### config.mk
export PLATFORM = sky130hd
export DESIGN_NAME = alu_sequencer
export DESIGN_NICKNAME = d
export VERILOG_FILES = /design/src/rtl/alu_sequencer.sv
export SDC_FILE = /design/constraint.sdc
export NUM_CORES = 1
export LEC_CHECK = 0
export ABC_AREA = 1
export CORE_ASPECT_RATIO = 0.9
export CORE_UTILIZATION = 46
export DETAILED_ROUTE_END_ITERATION = 6
export PLACE_DENSITY = 0.83
export SLEW_MARGIN = 20
export SYNTH_ARGS = -nofsm -noshare
export SYNTH_HDL_FRONTEND = slang
export SYNTH_SLANG_ARGS = --single-unit
### constraint.sdc
create_clock -name i_clock -period 1.7 [get_ports i_clock]
set_input_delay 0.17 -clock i_clock [delete_from_list [all_inputs] [get_ports i_clock]]
set_output_delay 0.17 -clock i_clock [all_outputs]
set_load 0.03 [all_outputs]
### src/rtl/alu_sequencer.sv
// Operand/opcode sequencer for an external combinational ALU: synchronized,
// edge-detected buttons load A, B and the opcode, then one EXEC cycle captures the result.
module alu_sequencer #(
  parameter int N         = 8,
  parameter int N_op      = 6,
  parameter int N_buttons = 3
) (
  input  logic                 i_clock,
  input  logic                 i_reset,
  input  logic signed [N-1:0]  i_switches,
  input  logic [N_buttons-1:0] i_buttons,
  input  logic signed [N-1:0]  i_alu_result,
  output logic signed [N-1:0]  o_alu_a,
  output logic signed [N-1:0]  o_alu_b,
  output logic [N_op-1:0]      o_alu_op,
  output logic signed [N-1:0]  o_leds,
  output logic [2:0]           o_state,
  output logic                 o_done
);

  typedef enum logic [2:0] {
    WAIT_A  = 3'd0,
    WAIT_B  = 3'd1,
    WAIT_OP = 3'd2,
    EXEC    = 3'd3,
    DONE    = 3'd4
  } state_t;

  state_t               state_q, state_d;
  logic [N_buttons-1:0] sync1_q, sync2_q, prev_q;
  logic [N_buttons-1:0] btn_edge;
  logic signed [N-1:0]  a_q, a_d, b_q, b_d, leds_q, leds_d;
  logic [N_op-1:0]      op_q, op_d;
  logic                 done_q, done_d;
  logic                 ld_a, ld_b, ld_op;

  // Edge is combinational from the second sync flop, so the load lands two edges after capture.
  assign btn_edge = sync2_q & ~prev_q;
  assign ld_a     = btn_edge[0];
  assign ld_b     = btn_edge[1];
  assign ld_op    = btn_edge[2];

  always_ff @(posedge i_clock or negedge i_reset) begin
    if (!i_reset) begin
      sync1_q <= '0;
      sync2_q <= '0;
      prev_q  <= '0;
      state_q <= WAIT_A;
      a_q     <= '0;
      b_q     <= '0;
      op_q    <= '0;
      leds_q  <= '0;
      done_q  <= 1'b0;
    end else begin
      sync1_q <= i_buttons;
      sync2_q <= sync1_q;
      prev_q  <= sync2_q;
      state_q <= state_d;
      a_q     <= a_d;
      b_q     <= b_d;
      op_q    <= op_d;
      leds_q  <= leds_d;
      done_q  <= done_d;
    end
  end

  always_comb begin
    state_d = state_q;
    a_d     = a_q;
    b_d     = b_q;
    op_d    = op_q;
    leds_d  = leds_q;
    done_d  = (state_q == EXEC);
    case (state_q)
      WAIT_A: begin
        if (ld_a) begin
          a_d     = i_switches;
          state_d = WAIT_B;
        end
      end
      WAIT_B: begin
        if (ld_b) begin
          b_d     = i_switches;
          state_d = WAIT_OP;
        end
      end
      WAIT_OP: begin
        if (ld_op) begin
          op_d    = i_switches[N_op-1:0];
          state_d = EXEC;
        end
      end
      EXEC: begin
        leds_d  = i_alu_result;
        state_d = DONE;
      end
      DONE: begin
        // LOAD_A restarts, LOAD_B chains the previous result into A, LOAD_OP re-runs.
        if (ld_a) begin
          a_d     = i_switches;
          state_d = WAIT_B;
        end else if (ld_b) begin
          a_d     = leds_q;
          b_d     = i_switches;
          state_d = WAIT_OP;
        end else if (ld_op) begin
          op_d    = i_switches[N_op-1:0];
          state_d = EXEC;
        end
      end
      default: state_d = WAIT_A;
    endcase
  end

  assign o_alu_a  = a_q;
  assign o_alu_b  = b_q;
  assign o_alu_op = op_q;
  assign o_leds   = leds_q;
  assign o_state  = state_q;
  assign o_done   = done_q;

endmodule
==> results of run 1 <==
-- layout make-up --
type                       count  area [sq um]
fill                         316          1210
tap                           46          57.6
multi-input combinational    147           709
clock buffer                   7          76.3
timing repair buffer          56           568
sequential                    43          1080
clock inverter                 1          5.00
inverter                      12          50.0
-- report_power, final --
part,leakage [nW],internal [mW],switching [mW]
clock,0.0422,0.288,0.315
sequential,0.522,1.43,0.303
combinational,0.701,1.01,1.52
total,1.27,2.73,2.13
-- registers in the layout (all words and copies together) (netlist names) --
| register | cells |
|---|---|
| prev_q | 3 |
| o_state | 3 |
| o_done | 1 |
| o_alu_b | 8 |
| sync1_q | 3 |
| o_leds | 8 |
| sync2_q | 3 |
| o_alu_a | 8 |
| o_alu_op | 6 |
-- layer usage --
layer / vias up / GRT usage [%] / part of all wire [%] / routed length, microns
met5: - / 0 / 0 / 0
met4: 0 / 8.04 / 1.3 / 49
li1: 760 / - / - / -
met2: 61 / 31.1 / 45 / 1640
met1: 696 / 27.1 / 46 / 1660
met3: 7 / 6.20 / 8.1 / 294
-- logic make-up after synthesis --
logic type,count (synthesis),synth area share (%)
compound gates,3,1.50
buf+inv,12,2.73
flops,43,58.6
simple gates,144,37.2
-- path summary, 6_finish.rpt --
check / startpoint / end / slack [ns] / depth (start not counted)
max: o_state[1]$_DFFE_PN0P_ / o_state[1] / 0.08 / 1
max reg2reg: o_state[0]$_DFFE_PN0P_ / o_alu_a[5]$_DFFE_PN0P_ / 0.33 / 6
min in group asynchronous: i_reset / o_alu_op[2]$_DFFE_PN0P_ / 0.37 / 3
max in group asynchronous: i_reset / o_done$_DFF_PN0_ / 1.11 / 3
min: i_buttons[0] / sync1_q[0]$_DFF_PN0_ / 0.32 / 1
min reg2reg: sync1_q[0]$_DFF_PN0_ / sync2_q[0]$_DFF_PN0_ / 0.36 / 0
-- cells in the mapped netlist (2+ instances only) --
master,instances
inv_1,8
nand3_1,19
nor2_4,3
dfrtp_1,43
inv_4,2
nand2_8,3
nand2_2,11
nand2_1,103
-- what timing repair did --
action                                 CTS  global route
endpoints found under the hold margin   43             0
setup endpoints to repair                0             1
hold buffers                             1             0
resized for setup                        0             1
-- metrics by stage --
stage / util, % / hold slack [ns] / area (sq um) / instances / setup slack [ns]
3_3_place_gp: 65.2 / 0.160 / 2450 / 303 / 0.373
3_5_place_dp: 65.2 / 0.159 / 2450 / 303 / 0.320
6_report: 67.7 / 0.323 / 2540 / 312 / 0.0827
5_1_grt: 67.7 / 0.317 / 2540 / 312 / 0.0290
2_1_floorplan: - / -0.126 / 1840 / 202 / 0.290
4_1_cts: 67.6 / 0.323 / 2540 / 312 / 0.0316
==> impl_results.md, run 1 <==
- Status: finished, final reports clean
- Antenna Violating Nets Remaining: 0
- Max-cap violations: 0
- Leading area contributor after synthesis: dfrtp_1
- Site row count: 21
- Initial core utilization: 48.9%
- Top-area cell type share of the netlist area: 58.6%
- Die W: 68.6 microns
- Fmax: 618 MHz
- Pwr per Cell Area: 1910 nW/um^2
- Synth Warn #: 0
- Critical-path cell list: clkdlybuf4s50_1
- Initial drt markers: 117
- Final Power: 4.86 mW
- Vias per std cell: 4.88
- DRC violations left: 0
- Number of enable flip-flop cells after synthesis: 0
- Port bufs: 54
- Cell variety after synth: 18
- Hold crit path type: in -> reg
- I/O pin count: 55
- Worst setup EP type: output pin
- Via count: 1524
- Drt wl/cell: 11.7 microns
- Critical Path Start Type: flip-flop
- Synth async-reset ratio: 100%
- Fin nets: 286
- Setup Buffers After CTS: 0
- Min Tclk post-route: 1.62 ns
- Worst Skew: 0.00988 ns
- Final setup vio count: 0
- Critical Path RT: 1.53 ns
- Total core area: 3760 sq um
- CTS tree: done
- CP Max Fanout: 5
- Clock slew at reported path FFs: 0.07 ns
- Max_slew headroom: 77.3%
- Number of buffers created by CTS: 5
- Largest net degree at the start of global routing: 44
- GRT Util Overall: 20.3%
- Ranking of synthesized cells by area: dfrtp_1 (59%), nand2_1 (21%), nand3_1 (5.2%)
- Post-Syn Instances: 202
- CP bufs+invs: 1
- Final slew viol count: 0
- DR pass1 iterations: 4
- Clock Latency Late Sink: 0.29 ns
- GR Overflow Total: 0
- Most common cell after layout, fill and taps aside: nand2_1
- P_leak: 1.27 nW
- Slew at the pin closest to its max-slew limit: 0.339 ns
- First-pass GRT wire length: 6100 microns
- Unrepaired setup endpoints after global routing: no
- Most frequent cells in the layout: nand2_1 (103), clkdlybuf4s50_1 (52), dfrtp_1 (43), nand3_1 (19), nand2_2 (11)
- Routability cong.: 0.808
- Syn avg cell area: 9.09 sq um
- Die area: 4250 sq um
- Clock Tree Buf Depth: 2
- CTS root buf: clkbuf_8
- Worst path top cell family by delay: buffers and inverters
- CP max stage delay: 0.71 ns
- Max rail drop VDD: 0.933 mV
- Seq/Total Area, Yosys: 58.6%
- Initial antenna violation count: 0
- Post-route setup TNS: 0 ns
- Final Hold Viols: 0
- DP Wirelength: 2750 microns
- Routed wire length: 3640 microns
- Antenna diodes: 0
- Vias in the first global route: 1369
- WP data arrival: 1.45 ns
- TritonCTS Sinks: 43
- Register bit total from synthesis: 43
- Ys flop type: dfrtp_1
- Post-Syn Area: 1840 sq um
- Syn nets: 223
- Fin crit share: 95.1%
- Layout cells sized above 1: 12.0%
- CP max-delay cell: clkdlybuf4s50_1
- Die height: 61.9 microns
- Crit Path Category: reg -> out
- P&R area growth vs syn: 38.5%
- H-Tree Depth: 2
No activity file was read; power rests on OpenSTA's default activity.
==> run 2, diff against run 1 <==
--- a/config.mk
+++ b/config.mk
@@ -10,7 +10,7 @@
 export CORE_UTILIZATION = 46
 export DETAILED_ROUTE_END_ITERATION = 6
 export PLACE_DENSITY = 0.83
-export SLEW_MARGIN = 20
+export SLEW_MARGIN = 0
 export SYNTH_ARGS = -nofsm -noshare
 export SYNTH_HDL_FRONTEND = slang
 export SYNTH_SLANG_ARGS = --single-unit
==> results of run 2 <==
Final layout, timing and power as in run 1 (identical DEF).
